<file path="src/rtl/ins_check_gate.sv">
// ============================================================================
// ins_check_gate
// ----------------------------------------------------------------------------
// Instruction check/release gate for the alert path.
//
// Tracked instructions arrive together with a check code and are buffered in
// a small FIFO. Each one bumps a saturating reference count. An untracked beat
// is a release request. It drains the buffered instructions downstream, but
// only when the pass checker says so (pass_ok) and enough tracked instructions
// have been seen (ref_cnt >= REF_THRESH). Any other release request is a fault.
// A fault flushes the FIFO, clears the reference count, bumps the fault count
// and pulses alert for one cycle.
//
// Optional feature (macro ICG_TIMEOUT_EN):
//   When defined, a watchdog counts consecutive RELEASE cycles in which the
//   head beat is offered but not taken. When that count reaches TIMEOUT_CYC
//   the gate faults. When undefined, RELEASE waits for downstream forever and
//   TIMEOUT_CYC has no effect.
//
// Ports:
//   clk        in   1      clock
//   RST        in   1      reset, asynchronous, active-high
//   in_valid   in   1      input beat valid
//   in_ready   out  1      input beat accepted when in_valid & in_ready
//   in_ins     in   INS_W  instruction
//   in_trk     in   1      1 = tracked instruction, 0 = release request
//   in_chk     in   CHK_W  check code of a tracked beat
//   pass_ok    in   1      pass-checker verdict, sampled on a release beat
//   out_valid  out  1      output beat valid
//   out_ready  in   1      downstream accept
//   out_ins    out  INS_W  released instruction (FIFO head), 0 when idle
//   out_chk    out  CHK_W  check code paired with out_ins, 0 when idle
//   alert      out  1      one-cycle pulse on fault
//   fault_cnt  out  8      saturating fault count
//   ref_cnt    out  REF_W  saturating tracked-instruction count
// ============================================================================
module ins_check_gate #(
    parameter int INS_W       = 64,
    parameter int CHK_W       = 16,
    parameter int REF_W       = 13,
    parameter int REF_THRESH  = 5000,
    parameter int FIFO_DEPTH  = 4,
    parameter int TIMEOUT_CYC = 256
) (
    input  logic             clk,
    input  logic             RST,
    input  logic             in_valid,
    output logic             in_ready,
    input  logic [INS_W-1:0] in_ins,
    input  logic             in_trk,
    input  logic [CHK_W-1:0] in_chk,
    input  logic             pass_ok,
    output logic             out_valid,
    input  logic             out_ready,
    output logic [INS_W-1:0] out_ins,
    output logic [CHK_W-1:0] out_chk,
    output logic             alert,
    output logic [7:0]       fault_cnt,
    output logic [REF_W-1:0] ref_cnt
);

    // ------------------------------------------------------------------------
    // Local constants
    // ------------------------------------------------------------------------
    localparam int PTR_W = (FIFO_DEPTH > 1) ? $clog2(FIFO_DEPTH) : 1;
    localparam int CNT_W = PTR_W + 1;

    localparam logic [REF_W-1:0] C_THRESH  = REF_W'(REF_THRESH);
    localparam logic [CNT_W-1:0] C_DEPTH   = CNT_W'(FIFO_DEPTH);
    localparam logic [CNT_W-1:0] C_ONE_CNT = CNT_W'(1);
    localparam logic [PTR_W-1:0] C_ONE_PTR = PTR_W'(1);

    typedef enum logic [1:0] {
        S_IDLE    = 2'd0,
        S_ARMED   = 2'd1,
        S_RELEASE = 2'd2,
        S_FAULT   = 2'd3
    } state_t;

    // ------------------------------------------------------------------------
    // Registers and wires
    // ------------------------------------------------------------------------
    state_t           r_state;
    state_t           w_state_next;

    logic [INS_W-1:0] r_mem_ins [FIFO_DEPTH];
    logic [CHK_W-1:0] r_mem_chk [FIFO_DEPTH];
    logic [PTR_W-1:0] r_wr_ptr;
    logic [PTR_W-1:0] r_rd_ptr;
    logic [CNT_W-1:0] r_count;

    logic [7:0]       r_fault_cnt;
    logic [REF_W-1:0] r_ref_cnt;

    logic             w_full;
    logic             w_in_open;
    logic             w_accept;
    logic             w_push;
    logic             w_pop;
    logic             w_last;
    logic             w_rel_ok;
    logic             w_to_fault;
    logic             w_wd_expire;
    logic [INS_W-1:0] w_head_ins;
    logic [CHK_W-1:0] w_head_chk;

    // ------------------------------------------------------------------------
    // Handshake decode
    // ------------------------------------------------------------------------
    assign w_full    = (r_count == C_DEPTH);
    assign w_in_open = (r_state == S_IDLE) || (r_state == S_ARMED);

    // A release request must get through even with a full buffer, otherwise a
    // full FIFO could never be drained.
    assign in_ready  = w_in_open && (!in_trk || !w_full);
    assign w_accept  = in_valid && in_ready;
    assign w_push    = w_accept && in_trk;

    assign out_valid = (r_state == S_RELEASE);
    assign w_pop     = out_valid && out_ready;
    assign w_last    = (r_count == C_ONE_CNT);

    // Uses the count as it stands this cycle; a push cannot coincide with a
    // release beat anyway since both arrive on the single input port.
    assign w_rel_ok  = pass_ok && (r_ref_cnt >= C_THRESH);

    // ------------------------------------------------------------------------
    // Release watchdog
    // ------------------------------------------------------------------------
`ifdef ICG_TIMEOUT_EN
    localparam int WD_W = (TIMEOUT_CYC > 1) ? $clog2(TIMEOUT_CYC + 1) : 1;
    localparam logic [WD_W-1:0] C_WD_LAST = WD_W'(TIMEOUT_CYC - 1);
    localparam logic [WD_W-1:0] C_WD_ONE  = WD_W'(1);

    logic [WD_W-1:0] r_wd_cnt;

    // The stall in which the count would reach TIMEOUT_CYC is the last one
    // tolerated; the FSM leaves RELEASE on that edge.
    assign w_wd_expire = out_valid && !out_ready && (r_wd_cnt == C_WD_LAST);

    always_ff @(posedge clk or posedge RST) begin
        if (RST) begin
            r_wd_cnt <= '0;
        end else if (out_valid && !out_ready && !w_wd_expire) begin
            r_wd_cnt <= r_wd_cnt + C_WD_ONE;
        end else begin
            // Any pop, any non-RELEASE cycle or the expiry itself restarts it.
            r_wd_cnt <= '0;
        end
    end
`else
    logic w_unused_timeout;

    assign w_wd_expire      = 1'b0;
    assign w_unused_timeout = (TIMEOUT_CYC != 0);
`endif

    // ------------------------------------------------------------------------
    // FSM: state register
    // ------------------------------------------------------------------------
    always_ff @(posedge clk or posedge RST) begin
        if (RST) begin
            r_state <= S_IDLE;
        end else begin
            r_state <= w_state_next;
        end
    end

    // ------------------------------------------------------------------------
    // FSM: next state and fault decision
    // ------------------------------------------------------------------------
    // w_to_fault marks the edge that enters FAULT. The flush and counter
    // updates are applied on that edge so that, during the alert cycle, the
    // counters and the empty FIFO are already visible.
    always_comb begin
        w_state_next = r_state;
        w_to_fault   = 1'b0;

        case (r_state)
            S_IDLE: begin
                if (w_accept) begin
                    if (in_trk) begin
                        w_state_next = S_ARMED;
                    end else begin
                        // Release request with nothing armed.
                        w_state_next = S_FAULT;
                        w_to_fault   = 1'b1;
                    end
                end
            end

            S_ARMED: begin
                if (w_accept && !in_trk) begin
                    if (w_rel_ok) begin
                        w_state_next = S_RELEASE;
                    end else begin
                        w_state_next = S_FAULT;
                        w_to_fault   = 1'b1;
                    end
                end
            end

            S_RELEASE: begin
                if (w_pop && w_last) begin
                    w_state_next = S_IDLE;
                end else if (w_wd_expire) begin
                    w_state_next = S_FAULT;
                    w_to_fault   = 1'b1;
                end
            end

            S_FAULT: begin
                w_state_next = S_IDLE;
            end

            default: begin
                w_state_next = S_IDLE;
            end
        endcase
    end

    // ------------------------------------------------------------------------
    // FIFO storage (no reset needed: contents are only observed through the
    // valid-gated output mux)
    // ------------------------------------------------------------------------
    always_ff @(posedge clk) begin
        if (w_push) begin
            r_mem_ins[r_wr_ptr] <= in_ins;
            r_mem_chk[r_wr_ptr] <= in_chk;
        end
    end

    assign w_head_ins = r_mem_ins[r_rd_ptr];
    assign w_head_chk = r_mem_chk[r_rd_ptr];

    // ------------------------------------------------------------------------
    // FIFO pointers and occupancy
    // ------------------------------------------------------------------------
    // Push happens only in IDLE/ARMED and pop only in RELEASE, so the two are
    // mutually exclusive and the occupancy update needs no combined case.
    always_ff @(posedge clk or posedge RST) begin
        if (RST) begin
            r_wr_ptr <= '0;
            r_rd_ptr <= '0;
            r_count  <= '0;
        end else if (w_to_fault) begin
            r_wr_ptr <= '0;
            r_rd_ptr <= '0;
            r_count  <= '0;
        end else if (w_push) begin
            r_wr_ptr <= r_wr_ptr + C_ONE_PTR;
            r_count  <= r_count + C_ONE_CNT;
        end else if (w_pop) begin
            r_rd_ptr <= r_rd_ptr + C_ONE_PTR;
            r_count  <= r_count - C_ONE_CNT;
        end
    end

    // ------------------------------------------------------------------------
    // Reference and fault counters
    // ------------------------------------------------------------------------
    // ref_cnt survives a successful release; only a fault or reset clears it.
    always_ff @(posedge clk or posedge RST) begin
        if (RST) begin
            r_ref_cnt   <= '0;
            r_fault_cnt <= '0;
        end else if (w_to_fault) begin
            r_ref_cnt <= '0;
            if (r_fault_cnt != 8'hFF) begin
                r_fault_cnt <= r_fault_cnt + 8'd1;
            end
        end else if (w_push && (r_ref_cnt != {REF_W{1'b1}})) begin
            r_ref_cnt <= r_ref_cnt + REF_W'(1);
        end
    end

    // ------------------------------------------------------------------------
    // Outputs
    // ------------------------------------------------------------------------
    assign out_ins   = out_valid ? w_head_ins : '0;
    assign out_chk   = out_valid ? w_head_chk : '0;
    assign alert     = (r_state == S_FAULT);
    assign fault_cnt = r_fault_cnt;
    assign ref_cnt   = r_ref_cnt;

endmodule

</file>
<file path="config.mk">
export PLATFORM = sky130hd
export DESIGN_NAME = ins_check_gate
export DESIGN_NICKNAME = d
export VERILOG_FILES = /design/src/rtl/ins_check_gate.sv
export SDC_FILE = /design/constraint.sdc
export NUM_CORES = 1
export LEC_CHECK = 0
export ABC_AREA = 1
export CAP_MARGIN = 0
export CORE_MARGIN = 3
export CORE_UTILIZATION = 50
export DETAILED_ROUTE_END_ITERATION = 7
export MAX_ROUTING_LAYER = met4
export PLACE_DENSITY = 0.73
export SYNTH_ARGS = -nofsm -noshare
export SYNTH_HDL_FRONTEND = slang
export SYNTH_SLANG_ARGS = --single-unit
</file>
<file path="constraint.sdc">
create_clock -name clk -period 6 [get_ports clk]
set_input_delay 0.6 -clock clk [delete_from_list [all_inputs] [get_ports clk]]
set_output_delay 0.6 -clock clk [all_outputs]
set_load 0.01 [all_outputs]
</file>
# Word level (Yosys, flattened, before mapping)
# Memories as Yosys holds them, arrays and structs flattened.
# Index checks and enable logic that the tools add are counted.
[op_classes]
n_addsub = 6
magnitude_cmp = 1
n_eq_ne = 11
muxes = 25
reduce_logical = 20
[op_table]
columns = ["op", "n"]
rows = [
  ["$mux W64", 1],
  ["$mux W13", 2],
  ["$mux W2", 9],
  ["$mux W16", 1],
  ["$add A13 B1 Y13 const B", 1],
  ["$ge A13 B13 Y1 const B", 1],
  ["$ne A13 B13 Y1 const B", 1],
  ["$mux W3", 3],
  ["$add A8 B1 Y8 const B", 1],
  ["$logic_and A1 B1 Y1", 8],
  ["$ne A8 B8 Y1 const B", 1],
  ["$pmux W2 S4", 1],
  ["$mux W1", 7],
  ["$ne A2 B1 Y1 const B", 3],
  ["$reduce_bool A2 Y1", 3],
  ["$add A2 B1 Y2 const B", 2],
  ["$eq A2 B2 Y1 const B", 2],
  ["$reduce_and A2 Y1", 2],
  ["$add A3 B1 Y3 const B", 1],
  ["$eq A3 B1 Y1 const B", 1],
  ["$eq A3 B3 Y1 const B", 1],
  ["$reduce_and A3 Y1", 1],
  ["$reduce_bool A3 Y1", 1],
  ["$sub A3 B1 Y3 const B", 1],
  ["other kinds (6)", 8],
]
[word_totals]
ff_bits = 30
ram_bits = 320
inputBits = 86
out_inout_bits = 104
elab_cells = 71
mem_count = 2
[mem_list]
columns = ["name", "depth", "width", "read_ports", "rd_clocked_by_memory_dff", "wr", "line_no", "rtl"]
rows = [
  ["r_mem_ins", 4, 64, 1, 0, 1, "86", "logic [INS_W-1:0] r_mem_ins [FIFO_DEPTH];"],
  ["r_mem_chk", 4, 16, 1, 0, 1, "87", "logic [CHK_W-1:0] r_mem_chk [FIFO_DEPTH];"],
]

# Longest topological paths before layout
[logic_depth]
ltp_word = 10
mapped_depth = 10
mapped_depth_nobuf = 10

# Worst setup path after synthesis
# No wires, ideal clock.
[synth_timing]
kind = "register to register"
startpoint = "reg r_count[0]"
endpoint = "mem r_mem_chk[0][0], enable pin"
setup_time_ns = 0.519
t_arrival_ns = 4.383
t_required_ns = 5.481
setup_slack_ns = 1.098
stages_incl_launch_ff = 7
n_path_buf = 1
synth_period_minus_slack_ns = 4.902
cell_sequence = "dfrtp_1 -> inv_1 -> ha_1 -> nand2_2 -> nand4_4 -> buf_2 -> nor2_1"
[synth_via]
elab_chain_len = 8
[synth_lines]
columns = ["item", "line_no", "rtl"]
rows = [
  ["start: declaration", "90", "logic [CNT_W-1:0] r_count;"],
  ["start signal: assignment", "252", "r_count <= r_count + C_ONE_CNT;"],
  ["start signal: assignment", "255", "r_count <= r_count - C_ONE_CNT;"],
  ["$eq A3 B3 Y1", "110", "assign w_full = (r_count == C_DEPTH);"],
  ["$logic_not A1 Y1", "115", "assign in_ready = w_in_open && (!in_trk || !w_full);"],
  ["$logic_or A1 B1 Y1", "115", ""],
  ["$logic_and A1 B1 Y1", "115", ""],
  ["$logic_and A1 B1 Y1", "116", "assign w_accept = in_valid && in_ready;"],
  ["$logic_and A1 B1 Y1", "117", "assign w_push = w_accept && in_trk;"],
  ["$mux W1", "227", "if (w_push) begin"],
  ["$mux W1 (not written as such)", "229", "r_mem_chk[r_wr_ptr] <= in_chk;"],
  ["end: declaration", "87", ""],
]
# No other way between the ends.

# Worst setup path after layout
[layout_timing]
startpoint = "reg r_rd_ptr[0]"
endpoint = "out out_chk[1]"
[layout_via]
elab_chain_len = 2
[layout_lines]
columns = ["item", "line_no", "rtl"]
rows = [
  ["start: declaration", "89", "logic [PTR_W-1:0] r_rd_ptr;"],
  ["start signal: assignment", "254", "r_rd_ptr <= r_rd_ptr + C_ONE_PTR;"],
  ["$mem_v2 Z4 W16", "-", ""],
  ["$mux W16", "281", "assign out_chk = out_valid ? w_head_chk : '0;"],
  ["end: declaration", "56", "output logic [CHK_W-1:0] out_chk,"],
]
# No other way between the ends.

==> summary.txt <==
Status
  • Outcome: finished, final reports clean

Placed design
  • Input/output buffers: 189
  • Gpl congestion: 0.8350
  • Pre-CTS WS: 2.223 ns
  • Detailed-placement wirelength estimate: 17510 µm
  • DP Area: 0.01659 mm²

Route
  • Routed Antenna Nets: 0
  • Drt first pass iters: 7
  • WL final: 30960 µm
  • Vias per cell: 5.289
  • Avg WL per Cell: 17.32 µm
  • DR iter-0 viols: 712
  • Drt drc: 0
  • Via count: 9457

Timing
  • Hold slack final: 0.4854 ns
  • RSZ-0062 raised after global routing: no
  • Final worst path period share: 71.50%
  • Setup TNS: 0 ns
  • Slew @ Worst Pin: 1.129 ns
  • Minimum clock period after layout: 4.290 ns
  • Final hold vios: 0
  • Clock Skew: 0.01695 ns
  • Relative slew margins: 24.76%
  • Fin worst setup slack: 1.710 ns
  • Fin. max-slew vios: 0
  • Setup violations, final: 0
  • Fmax: 0.2331 GHz

Yosys
  • Mapped Area: 0.01438 mm²
  • Sequential element share of the synthesized area: 72.07%
  • Primary FF master, synth: edfxtp_1
  • Yosys top cell area share: 66.85%
  • Post-synth EDFFs: 320
  • Syn Inst Count: 1209
  • Synthesized net count: 1306
  • Post-synth ARST share: 8.571%
  • Syn avg cell area: 11.89 µm²
  • Flops & latches, synth: 350
  • Cell taking the most area after synthesis: edfxtp_1
  • Top cells by area, synth: edfxtp_1 67%, nor2_1 9.0%, o21ai_0 6.0%
  • Unique masters post-synth: 36
  • Synth warn: 0

Die
  • Width of the chip: 175.6 µm
  • Starting Density: 51.18%
  • Die area: 0.03082 mm²
  • I/O pins: 190
  • Die Y: 175.6 µm
  • Row cnt: 61
  • Core Region: 0.02809 mm²

CTS
  • H-Tree Depth: 2
  • Worst-Skew Late Latency: 0.51 ns
  • Post-CTS Setup Bufs: 0
  • Total clock buffers created by CTS: 36
  • CTS sink cnt: 350
  • CTS tree: yes
  • CTS root buf: clkbuf_16
  • Max clock buf depth: 3
  • Clock-pin slew on the worst setup and hold paths: 0.06 ns
  • Post-cts sizing count: 0
  • # hold bufs at CTS: 0

Min path
  • Hold Crit Class: input port to asynchronous set/reset pin

Run
  • Max Cap Violations: 0

Worst setup path
  • CP max stage cell: inv_4
  • CP required: 5.40 ns
  • Startpoint Class: flip-flop
  • Critical Path Fanout Max: 130
  • CP max stage delay: 0.92 ns
  • CP Capture Type: output pin
  • Critical Path, Cell by Cell: inv_4, buf_4, o21ai_0, a21oi_1, clkdlybuf4s50_1
  • WP buf/inv: 3
  • Crit Path Category: flip-flop to output pin
  • CP top delay family: buffers and inverters
  • Worst Path Arrival: 3.69 ns

Global routing
  • Largest net degree at the start of global routing: 131
  • Vias in the first global route: 9312
  • Overflow after GRT: 0
  • First-pass GRT wire length: 48330 µm
  • Antenna violations before repair: 1
  • All-Layer GR Usage: 20.27%

Finish
  • Nets@finish: 1481
  • Share of cells above drive strength 1: 6.813%
  • Post-layout instance area: 0.01768 mm²
  • Area grow syn2layout: 22.98%
  • Final core occ: 62.94%

Power
  • Lkg Pwr: 6.165 nW
  • Power per cell area: 399.3 mW/mm²
  • Worst VDD drop: 0.0002636 V
metal layers:
layer	global-route usage, %	vias to the layer above	part of all wire [%]
met5	-	-	0
met4	6.005	0	2.4
met3	3.891	59	6.4
met2	32.24	287	48
met1	26.87	4550	44
li1	-	4561	-
synth_stat cells, types with 3 or more instances:
master,instances
nor2_1,343
edfxtp_1,320
o21ai_0,171
a21oi_1,80
nand2_1,62
inv_1,37
clkbuf_1,32
dfrtp_1,30
nand3_1,23
buf_2,12
ha_1,11
buf_4,10
nand4_1,10
xor2_1,10
buf_1,7
nand3b_1,6
nor2_2,6
inv_2,5
nand2_2,4
clkinv_2,3
nand2_4,3
nor2_4,3
o21ai_2,3
metrics by stage:
stage	instances	total power, W
floorplan	1209	0.004381
global placement	1724	0.005009
detailed placement	1724	0.005066
CTS	1787	0.007115
global route	1788	0.007472
finish	1788	0.007060
logic make-up (layout without fill, tap and decap cells):
logic type      after synthesis  after routing  synth area share, %
other cells                   0              1                    0
xor+xnor                     12             12               0.7311
compound gates              259            259                9.148
simple gates                467            467                13.63
flops                       350            350                72.07
fa+ha+maj                    11             11               0.9574
buf+inv                     110            310                3.464
cell usage in the layout, fill, tap and decap left out, types with 10 or more instances in the layout:
master,netlist,layout
a21oi_1,80,80
clkbuf_16,0,38
clkdlybuf4s50_1,0,189
clkinv_1,0,12
dfrtp_1,30,28
edfxtp_1,320,320
ha_1,11,11
inv_1,37,37
nand2_1,62,62
nand3_1,23,23
nand4_1,10,10
nor2_1,343,339
o21ai_0,171,171
xor2_1,10,10
tightest hold or removal path, delay by kind of cell:
family / cells / cell delay (ns)
buf+inv: 3 / 0.80
registers in the layout, summed over array words and instances (netlist names):
signal and cells:
r_mem_chk 64, r_state 2, r_mem_ins 256, r_wr_ptr 2, fault_cnt 8, ref_cnt 13, r_count 3, r_rd_ptr 2
cell type report:
type                    count  area (µm²)
well taps                 378       473.0
fillers                  2161       10410
clock buffers              45       977.2
multi-input cells         749        3547
inverters                  46       180.2
clock inverters            18       111.4
diodes                      1       2.502
repair buffers            201        2019
flip-flops and latches    350       10370
final timing paths:
check	slack (ns)	start	cells after the start	to
worst max-delay path	1.71	r_rd_ptr[0]$_DFFE_PP0P_	5	out_chk[1]
worst min-delay path	0.49	RST	3	fault_cnt[7]$_DFFE_PP0P_
worst max register to register	3.20	r_count[0]$_DFFE_PP0P_	6	r_mem_ins[2][34]$_DFFE_PP_
max in group asynchronous	5.19	RST	3	r_rd_ptr[1]$_DFFE_PP0P_
worst min register to register	0.54	fault_cnt[3]$_DFFE_PP0P_	2	fault_cnt[3]$_DFFE_PP0P_
min in group clk	0.54	fault_cnt[3]$_DFFE_PP0P_	2	fault_cnt[3]$_DFFE_PP0P_
power by group:
part | switching (W) | internal, W | leakage, nW
clock network | 0.000855 | 0.00119 | 0.532
logic | 0.00123 | 0.000701 | 2.34
registers | 0.000174 | 0.00291 | 3.29
(Power assumes the default switching activity.)
